### config.mk
export PLATFORM = sky130hd
export DESIGN_NAME = fifo_read_adapter_16_bit
export DESIGN_NICKNAME = d
export VERILOG_FILES = /design/src/rtl/fifo_read_adapter_16_bit.sv
export SDC_FILE = /design/constraint.sdc
export NUM_CORES = 1
export LEC_CHECK = 0
export ABC_AREA = 1
export CAP_MARGIN = 10
export CORE_UTILIZATION = 30
export DETAILED_ROUTE_END_ITERATION = 10
export PLACE_DENSITY_LB_ADDON = 0.1
export SETUP_SLACK_MARGIN = 0.02
export SKIP_CTS_REPAIR_TIMING = 1
export SLEW_MARGIN = 5
export SYNTH_ARGS = -nofsm -noshare
export SYNTH_HDL_FRONTEND = slang
export SYNTH_SLANG_ARGS = --single-unit
### constraint.sdc
create_clock -name Clk_In -period 2.4 [get_ports Clk_In]
set_input_delay 0.48 -clock Clk_In [delete_from_list [all_inputs] [get_ports Clk_In]]
set_output_delay 0.48 -clock Clk_In [all_outputs]
set_load 0.05 [all_outputs]
### src/rtl/fifo_read_adapter_16_bit.sv
// ---------------------------------------------------------------------------
// fifo_read_adapter_16_bit
// Pulls words out of a 16-bit synchronous-read FIFO and presents them on a
// valid/ready stream through a 2-entry in-order output buffer. A read issued
// at one edge returns data during the following cycle. That word is captured
// at the next edge, so the buffer reserves a slot for every read in flight.
//
// Ports
//   Clk_In                single clock, rising edge
//   Reset_In              asynchronous active-high reset
//   Enable_In             permits new FIFO reads; buffered words still drain
//   FIFO_Empty_In         FIFO empty flag
//   FIFO_Data_In [15:0]   FIFO read data, valid the cycle after a read edge
//   FIFO_Read_Enable_Out  combinational read strobe to the FIFO
//   M_Data_Out   [15:0]   registered head word of the output buffer
//   M_Valid_Out           registered, high while the buffer is non-empty
//   M_Ready_In            consumer accepts the head word (pop) when valid
//   Words_Read_Count_Out  number of pops since reset, wraps at 2^16
// ---------------------------------------------------------------------------
module fifo_read_adapter_16_bit (
   input  logic        Clk_In,
   input  logic        Reset_In,
   input  logic        Enable_In,
   input  logic        FIFO_Empty_In,
   input  logic [15:0] FIFO_Data_In,
   output logic        FIFO_Read_Enable_Out,
   output logic [15:0] M_Data_Out,
   output logic        M_Valid_Out,
   input  logic        M_Ready_In,
   output logic [15:0] Words_Read_Count_Out
);

   localparam int unsigned DATA_W = 16;
   localparam int unsigned OCC_W  = 2;
   localparam int unsigned DEM_W  = 3;
   localparam int unsigned DEPTH  = 2;

   // Buffer state. The head entry is M_Data_Out itself; tail holds entry 1.
   logic [OCC_W-1:0]  occ;
   logic [OCC_W-1:0]  occ_next;
   logic [OCC_W-1:0]  remain_c;
   logic              in_flight;
   logic [DATA_W-1:0] tail;
   logic [DATA_W-1:0] tail_next;
   logic [DATA_W-1:0] head_next;
   logic              pop_c;
   logic [DEM_W-1:0]  demand_c;

   assign pop_c = M_Valid_Out & M_Ready_In;

   // Slots committed after this edge: stored words plus the read in flight,
   // less the word leaving now. A new read is allowed only if one slot is left.
   assign demand_c = DEM_W'(occ) + DEM_W'(in_flight) - DEM_W'(pop_c);

   assign FIFO_Read_Enable_Out = Enable_In & ~FIFO_Empty_In & ~Reset_In &
                                 (demand_c < DEM_W'(DEPTH));

   // Next buffer contents: shift on pop, then append the returning word
   // behind whatever entry remains.
   always_comb begin
      head_next = M_Data_Out;
      tail_next = tail;
      remain_c  = occ - OCC_W'(pop_c);
      if (pop_c) begin
         head_next = tail;
      end
      if (in_flight) begin
         if (remain_c == OCC_W'(0)) begin
            head_next = FIFO_Data_In;
         end else begin
            tail_next = FIFO_Data_In;
         end
      end
      occ_next = remain_c + OCC_W'(in_flight);
   end

   // State registers; reset also drops any read in flight.
   always_ff @(posedge Clk_In or posedge Reset_In) begin
      if (Reset_In) begin
         occ                  <= '0;
         in_flight            <= 1'b0;
         tail                 <= '0;
         M_Data_Out           <= '0;
         M_Valid_Out          <= 1'b0;
         Words_Read_Count_Out <= '0;
      end else begin
         occ         <= occ_next;
         in_flight   <= FIFO_Read_Enable_Out;
         tail        <= tail_next;
         M_Data_Out  <= head_next;
         M_Valid_Out <= (occ_next != OCC_W'(0));
         if (pop_c) begin
            Words_Read_Count_Out <= Words_Read_Count_Out + DATA_W'(1);
         end
      end
   end

endmodule

==> impl_metrics.yaml, run 1 <==
route:
  firstDrtPassIters: 4
  routed_wl_um: 5230
  avgViaCountPerCell: 4.27
  wl_per_cell_um: 11.3
  drt_iter0_markers: 115
  antenna_left: 0
  drcViolationCount: 0
  vias: 1973
die:
  coreArea_um2: 7770
  dieArea_um2: 8460
  io_pins: 55
  dieHeight_um: 92.0
  start_util_pct: 31.3
  die_width_um: 92.0
  rows: 32
worst_setup_path:
  critPathMaxStageDelay_ns: 0.51
  crit_path_end_kind: "output port"
  start_kind: "flip-flop"
  critical-path-slowest-cell: "fa_1"
  critPathKind: "reg2out"
  worst-path-buf-inv: 2
  cp.required_ns: 1.92
  cp_data_arrival_time_ns: 2.14
  path_cells: "nand2_4, inv_2, nor2_2, o21ai_2, fa_1, nand2_2, nor4_4, buf_12"
  cp_top_family: "simple AND/OR/NAND/NOR gates"
  rrSetupSlack_ns: 0.64
  cp_max_fo: 4
cts:
  cts_sinks: 52
  clk_latency_ns: 0.31
  root_buffer: "clkbuf_8"
  clkTransAtPathRegs_ns: 0.09
  clockBufferDepth: 2
  cts_buffers: 5
  cts_tree: "built"
  htreeDepth: 2
global_routing:
  grt_usage_pct: 13.5
  grt_pass1_wl_um: 8940
  antenna_found_initial: 0
  gr-total-overflow: 0
  grt_max_degree: 33
  grt_pass1_vias: 1880
timing:
  finalClockSkew_ns: 0.00724
  finalSetupViolations: 1
  tightest_slew_ns: 0.531
  rsz0062_at_grt: "yes"
  period_share_pct: 109
  worst_slew_margin_rel_pct: 64.5
  maxSlewViolCount: 0
  hold_viol_final: 0
  setup_slack_ns: -0.217
  min_period_ns: 2.62
  max_freq_mhz: 382
  timing.hold.ws_ns: 0.494
power:
  peakVddDrop_mv: 0.725
  power.density_nw_per_um2: 1210
  leakage_nw: 1.62
placed_design:
  dp_hpwl_um: 3680
  place_ws_ns: -0.530
  gp_congestion: 0.696
  place_area_um2: 3210
  io_buffer_count: 54
yosys:
  synth_edf_count: 0
  syn-instance-count: 295
  ys.flop_type: "dfrtp_1"
  synth-seq-area-share_pct: 53.6
  netlist_area_um2: 2430
  synth-async-reset-ratio_pct: 100
  syn_avg_cell_area_um2: 8.24
  syn-num-nets: 319
  yosys_warnings: 0
  synth-seq-cells: 52
  post_synth_num_cell_types: 23
final_layout:
  layout_common_cells: "119 x nand2_1, 52 x clkdlybuf4s50_1, 51 x dfrtp_1, 32 x o21ai_1, 26 x inv_1"
  diodes: 0
  drive_above_1_share_pct: 10.0
  syn2layout_area_growth_pct: 37.2
  finalNetCount: 383
  final_common_cell: "nand2_1"
  fillers: 807
  seqCellArea_um2: 1300
  multiInputGateArea_um2: 1000
  final_area_um2: 3330
  utilization_pct: 42.9
worst_hold_path:
  hp-class: "reg2reg"
run_status:
  status: "finished with violations"
  failed_checks: "setup timing"
run:
  cap_violations: 0
-- cell usage after synthesis (all sizes together), types with 2 or more instances --
library cell | instances | area share [%]
buf | 6 | 1.9
clkbuf | 4 | 0.62
inv | 28 | 4.3
nand3 | 3 | 0.62
dfrtp | 52 | 54
xnor2 | 7 | 2.5
or2 | 2 | 0.62
xor2 | 7 | 2.5
ha | 2 | 1.0
nor2 | 21 | 3.5
o21ai | 37 | 7.8
nand2 | 123 | 20
-- worst paths after layout --
check | startpoint | endpoint | depth (start not counted)
worst min register to register | Words_Read_Count_Out[12] | Words_Read_Count_Out[12] | 1
worst max register to register | M_Valid_Out | in_flight | 7
worst min-delay path | Words_Read_Count_Out[12] | Words_Read_Count_Out[12] | 1
max in group asynchronous | Reset_In | M_Data_Out[11] | 3
min in group asynchronous | Reset_In | in_flight | 3
worst max-delay path | M_Valid_Out | FIFO_Read_Enable_Out | 8
-- power breakdown --
| group | internal (mW) | switching (mW) | leakage [nW] |
|---|---|---|---|
| Clock | 0.310 | 0.289 | 0.0552 |
| Sequential | 1.20 | 0.223 | 0.674 |
| Combinational | 0.748 | 1.27 | 0.895 |
-- cell type report --
| class | count | share of cell area [%] |
|---|---|---|
| Timing Repair Buffer | 67 | 20.8 |
| Inverter | 28 | 3.15 |
| Clock buffer | 6 | 2.18 |
| Sequential cell | 52 | 39.1 |
| Tap cell | 102 | 3.83 |
| Multi-Input combinational cell | 205 | 30.0 |
| Clock inverter | 2 | 1.05 |
-- routing by layer --
metal	routed length, um	part of all wire, %	track usage [%]
met1	2520	48	17.9
met3	240	4.6	2.82
met4	48	0.92	3.91
met5	0	0	0
met2	2420	46	22.3
-- state kept, by name (all words and copies together), names as in the netlist --
signal	count
M_Data_Out	16
M_Valid_Out	1
Words_Read_Count_Out	16
in_flight	1
occ	2
tail	16
-- per-stage QoR --
| stage | TNS [ns] | power, mW | cells |
|---|---|---|---|
| floorplan | -0.323 | 2.80 | 295 |
| global placement | -0.467 | 3.45 | 454 |
| detailed placement | -0.530 | 3.47 | 454 |
| CTS | -0.554 | 4.10 | 462 |
| global route | -0.301 | 4.33 | 462 |
| finish | -0.217 | 4.04 | 462 |
-- kinds of logic after synthesis --
| kind of cell | share of synthesized area [%] |
|---|---|
| buffers and inverters | 6.80 |
| and+or+nand+nor | 25.0 |
| adders and majority gates | 1.85 |
| DFF | 53.6 |
| xor gates and xnor gates | 5.05 |
| AOI/OAI and AO/OA | 7.78 |
Power figures use the tool's default switching activity.
==> run 2: changes to the inputs <==
--- a/config.mk
+++ b/config.mk
@@ -7,9 +7,11 @@
 export LEC_CHECK = 0
 export ABC_AREA = 1
 export CAP_MARGIN = 10
+export CORE_MARGIN = 2
 export CORE_UTILIZATION = 30
 export DETAILED_ROUTE_END_ITERATION = 10
 export PLACE_DENSITY_LB_ADDON = 0.1
+export REMOVE_ABC_BUFFERS = 1
 export SETUP_SLACK_MARGIN = 0.02
 export SKIP_CTS_REPAIR_TIMING = 1
 export SLEW_MARGIN = 5
==> impl_metrics.yaml, run 2 (synthesis gave the netlist of run 1 again) <==
cts:
  cts_sinks: 52
  htreeDepth: 2
  clockBufferDepth: 2
  clkTransAtPathRegs_ns: 0.08
  cts_tree: "built"
  root_buffer: "clkbuf_8"
  cts_buffers: 5
  clk_latency_ns: 0.30
die:
  die_width_um: 94.0
  dieArea_um2: 8840
  coreArea_um2: 7770
  rows: 32
  io_pins: 55
  dieHeight_um: 94.0
  start_util_pct: 31.3
worst_setup_path:
  critPathKind: "reg2out"
  cp.required_ns: 1.92
  cp_max_fo: 4
  start_kind: "flip-flop"
  crit_path_end_kind: "output port"
  cp_data_arrival_time_ns: 2.07
global_routing:
  grt_pass1_vias: 1945
  grt_pass1_wl_um: 8840
  gr-total-overflow: 0
  grt_max_degree: 53
  antenna_found_initial: 0
  grt_usage_pct: 12.7
final_layout:
  syn2layout_area_growth_pct: 33.2
  fin_cells: 455
  layout_common_cells: "120 x nand2_1, 52 x dfrtp_1, 52 x clkdlybuf4s50_1, 32 x o21ai_1, 26 x inv_1"
  finalNetCount: 378
  multiInputGateArea_um2: 978
  seqCellArea_um2: 1300
  final_common_cell: "nand2_1"
  reg_top3: "M_Data_Out x16, Words_Read_Count_Out x16, tail x16"
  drive_above_1_share_pct: 7.93
  final_area_um2: 3240
  fillers: 814
  diodes: 0
route:
  wl_per_cell_um: 11.0
  drt_iter0_markers: 115
  drcViolationCount: 0
  avgViaCountPerCell: 4.25
  antenna_left: 0
  firstDrtPassIters: 4
  vias: 1934
  routed_wl_um: 4990
placed_design:
  place_ws_ns: -0.443
  dp_hpwl_um: 3420
  io_buffer_count: 54
  place_area_um2: 3120
  gp_congestion: 0.724
  placedCellCount: 449
power:
  power.density_nw_per_um2: 1210
  p_sw_share_pct: 43.9
  seq_power_share_pct: 36.6
  power_mw: 3.92
  leakage_nw: 1.58
  power_frac_comb_pct: 49.0
  peakVddDrop_mv: 0.534
  p_int_mw: 2.20
  p_switching_mw: 1.72
  power_frac_clock_pct: 14.4
timing:
  min_period_ns: 2.55
  max_freq_mhz: 392
  finalClockSkew_ns: 0.00909
  setup_slack_ns: -0.148
  maxSlewViolCount: 0
  hold_viol_final: 0
  rsz0062_at_grt: "yes"
  tightest_slew_ns: 0.541
  worst_slew_margin_rel_pct: 63.8
  finalSetupViolations: 1
  period_share_pct: 106
run_status:
  failed_checks: "setup timing"
  status: "finished with violations"
run:
  cap_violations: 0
worst_hold_path:
  hp-class: "reg2reg"
-- run 2: worst max-delay path: stages, from the launching register on --
cell     delay, ns
dfrtp_1       0.41
nand2_2       0.11
inv_2         0.05
nor2_2        0.11
o21ai_2       0.06
fa_1          0.47
nand2_1       0.06
nor4_2        0.21
buf_4         0.16
buf_12        0.13
-- run 2: cell type report --
| cell class | count | area share (%) |
|---|---|---|
| clock inverters | 1 | 0.928 |
| repair buffers | 62 | 19.3 |
| inverters | 28 | 3.25 |
| multi-input cells | 205 | 30.2 |
| flip-flops and latches | 52 | 40.2 |
| well taps | 102 | 3.94 |
| clock buffers | 5 | 2.13 |
-- run 2: power groups by stage --
stage,registers [mW],logic [mW],clock network (mW)
after floorplan,2.08,0.637,0
after global routing,1.49,2.09,0.633
after global placement,1.45,1.91,0
final,1.43,1.92,0.565
after detailed placement,1.45,1.92,0
after CTS,1.44,1.93,0.599
-- run 2: through the flow --
step | utilization [%] | hold slack, ns | setup TNS, ns
2_1_floorplan | - | 0.459 | -2.99
3_3_place_gp | 40.2 | 0.473 | -0.398
3_5_place_dp | 40.2 | 0.479 | -0.443
4_1_cts | 41.4 | 0.502 | -0.444
5_1_grt | 41.7 | 0.517 | -0.250
6_report | 41.7 | 0.493 | -0.148
-- run 2: worst paths after layout --
check | start | end | slack [ns] | cells past startpoint
min in group asynchronous | Reset_In | Words_Read_Count_Out[15] | 0.60 | 3
min reg2reg | tail[6] | tail[6] | 0.49 | 2
max in group asynchronous | Reset_In | M_Data_Out[6] | 1.56 | 3
min | tail[6] | tail[6] | 0.49 | 2
max reg2reg | M_Valid_Out | M_Valid_Out | 0.64 | 8
max | M_Valid_Out | FIFO_Read_Enable_Out | -0.15 | 9
-- run 2: per-layer routing --
| layer | vias up | GRT usage [%] | share of wire, % |
|---|---|---|---|
| met1 | 865 | 16.6 | 49 |
| met5 | - | 0 | 0 |
| met3 | 6 | 2.89 | 4.4 |
| met2 | 47 | 20.6 | 46 |
| met4 | 0 | 4.71 | 1.5 |
| li1 | 1016 | - | - |
==> run 3: changes to the inputs <==
--- a/config.mk
+++ b/config.mk
@@ -5,11 +5,10 @@
 export SDC_FILE = /design/constraint.sdc
 export NUM_CORES = 1
 export LEC_CHECK = 0
-export ABC_AREA = 1
-export CAP_MARGIN = 10
 export CORE_MARGIN = 2
 export CORE_UTILIZATION = 30
 export DETAILED_ROUTE_END_ITERATION = 10
+export DONT_BUFFER_PORTS = 1
 export PLACE_DENSITY_LB_ADDON = 0.1
 export REMOVE_ABC_BUFFERS = 1
 export SETUP_SLACK_MARGIN = 0.02
==> impl_metrics.yaml, run 3 <==
timing:
  rsz0062_at_grt: "yes"
  setup_slack_ns: -0.111
  finalClockSkew_ns: 0.00495
  period_share_pct: 105
  worst_slew_margin_rel_pct: 62.8
  setup_tns_ns: -0.111
  maxSlewViolCount: 0
  tightest_slew_ns: 0.558
  hold_viol_final: 0
  min_period_ns: 2.51
  timing.hold.ws_ns: 0.0901
  max_freq_mhz: 398
  finalSetupViolations: 1
yosys:
  syn-instance-count: 182
  synth_top_area_cell: "dfrtp_1"
  synth_top_area_share_pct: 56.7
  post_synth_num_cell_types: 28
  synth_edf_count: 0
  yosys_warnings: 0
  yosysMostFrequentCell: "dfrtp_1"
  ys.flop_type: "dfrtp_1"
  syn_avg_cell_area_um2: 12.6
  netlist_area_um2: 2300
  synth_area_leaders: "dfrtp_1 57%, mux2i_1 7.0%, mux2_4 6.5%, xnor2_1 5.3%, nand2_1 4.1%"
  synth-seq-area-share_pct: 56.7
  synth-seq-cells: 52
  synth-async-reset-ratio_pct: 100
  synth_common_cells: "52 x dfrtp_1, 25 x nand2_1, 16 x mux2i_1, 15 x o21ai_0, 14 x xnor2_1"
route:
  drcViolationCount: 0
  vias: 1382
  avgViaCountPerCell: 4.58
  drt_iter0_markers: 33
  routed_wl_um: 4660
  antenna_left: 0
  firstDrtPassIters: 2
  wl_per_cell_um: 15.4
placed_design:
  io_buffer_count: 0
  gp_congestion: 0.766
  dp_hpwl_um: 3400
global_routing:
  gr-total-overflow: 0
  grt_pass1_vias: 1508
  busiest_layer: "met2"
  grt_util_met1_pct: 11.8
  grt_pass1_wl_um: 7610
  antenna_found_initial: 0
  gr-usage-met3_pct: 4.81
  grt_usage_pct: 11.6
  grt_max_degree: 33
  met2_usage_pct: 21.6
cts:
  cts_sinks: 52
  cts_tree: "built"
  cts_buffers: 5
  root_buffer: "clkbuf_8"
  clk_latency_ns: 0.30
  clockBufferDepth: 2
  clkTransAtPathRegs_ns: 0.09
  htreeDepth: 2
final_layout:
  drive_above_1_share_pct: 26.1
  multiInputGateArea_um2: 961
  diodes: 0
  final_common_cell: "dfrtp_1"
  finalNetCount: 226
  layout_common_cells: "51 x dfrtp_1, 24 x nand2_1, 18 x buf_4, 16 x mux2i_1"
  reg_top3: "M_Data_Out x16, Words_Read_Count_Out x16, tail x16"
  syn2layout_area_growth_pct: 15.1
  fillers: 736
  seqCellArea_um2: 1300
  utilization_pct: 36.0
power:
  leakage_nw: 1.23
  power.density_nw_per_um2: 1330
  peakVddDrop_mv: 0.518
die:
  dieArea_um2: 8370
  rows: 31
  start_util_pct: 31.3
  coreArea_um2: 7330
  dieHeight_um: 91.5
  die_width_um: 91.5
  io_pins: 55
worst_setup_path:
  cp_data_arrival_time_ns: 2.03
  critPathKind: "reg2out"
  cp_max_fo: 4
  cp.required_ns: 1.92
  crit_path_end_kind: "output port"
  start_kind: "flip-flop"
run:
  cap_violations: 0
run_status:
  failed_checks: "setup timing"
  status: "finished with violations"
worst_hold_path:
  hp-class: "in2async"
==> run 3: cell types whose count changed after synthesis, moves of 4 or more <==
| cell | before | now |
|---|---|---|
| inv_1 | 28 | 2 |
| o21ai_0 | 4 | 15 |
| nand4_1 | 0 | 4 |
| xnor2_1 | 7 | 14 |
| mux2i_1 | 0 | 16 |
| o21ai_1 | 32 | 2 |
| mux2_4 | 0 | 10 |
| mux2_2 | 0 | 7 |
| nand2_1 | 120 | 25 |
| nor2_1 | 19 | 3 |
==> run 3: area by class of cell <==
class | instances | share of cell area (%)
Clock inverter | 2 | 0.379
Clock buffer | 6 | 3.13
Timing Repair Buffer | 19 | 5.87
Inverter | 2 | 0.284
Tap cell | 99 | 4.69
Sequential cell | 52 | 49.3
Multi-Input combinational cell | 122 | 36.4
==> run 3: cells by family after synthesis <==
logic type	count (synthesis)	share of synthesized area, %
adders and majority gates	3	1.96
buffers and inverters	8	2.23
DFF	52	56.7
and+or+nand+nor	49	10.6
AOI/OAI and AO/OA	19	4.74
muxes	33	16.9
xor gates and xnor gates	18	6.87
==> run 3: routing by layer <==
layer  vias up  wire length (um)
met1       678              1790
met4         0                68
met5         -                 0
li1        659                 -
met2        37              2480
met3         8               322
==> run 3: where the power goes <==
group,switching (mW),internal (mW)
Combinational,0.595,0.520
Clock,0.287,0.231
Sequential,0.677,1.19
Total,1.56,1.95
==> run 3: final timing paths <==
path,from,endpoint,cells after the start,slack [ns]
setup / recovery,in_flight,FIFO_Read_Enable_Out,6,-0.11
hold / removal,Reset_In,M_Data_Out[9],1,0.09
setup reg to reg,M_Valid_Out,tail[12],6,0.41
hold reg to reg,tail[9],tail[9],1,0.51
max in group asynchronous,Reset_In,in_flight,2,1.76
min in group Clk_In,FIFO_Data_In[10],M_Data_Out[10],2,0.29
==> run 3: critical path, cell delays in order (launching register included) <==
cell	delay [ns]
dfrtp_2	0.44
nor2_1	0.14
o21ai_1	0.10
fa_1	0.49
nand2_1	0.07
nor4_2	0.26
buf_4	0.24
==> run 3: through the flow <==
step | total power [mW] | std cells | instance area, um^2 | setup WS [ns]
final | 3.50 | 302 | 2640 | -0.111
after global routing | 3.71 | 302 | 2640 | -0.235
after CTS | 3.53 | 300 | 2620 | -0.164
after detailed placement | 3.01 | 292 | 2530 | 0.0930
after global placement | 2.95 | 292 | 2530 | 0.129
after floorplan | 2.67 | 176 | 2250 | -1.94
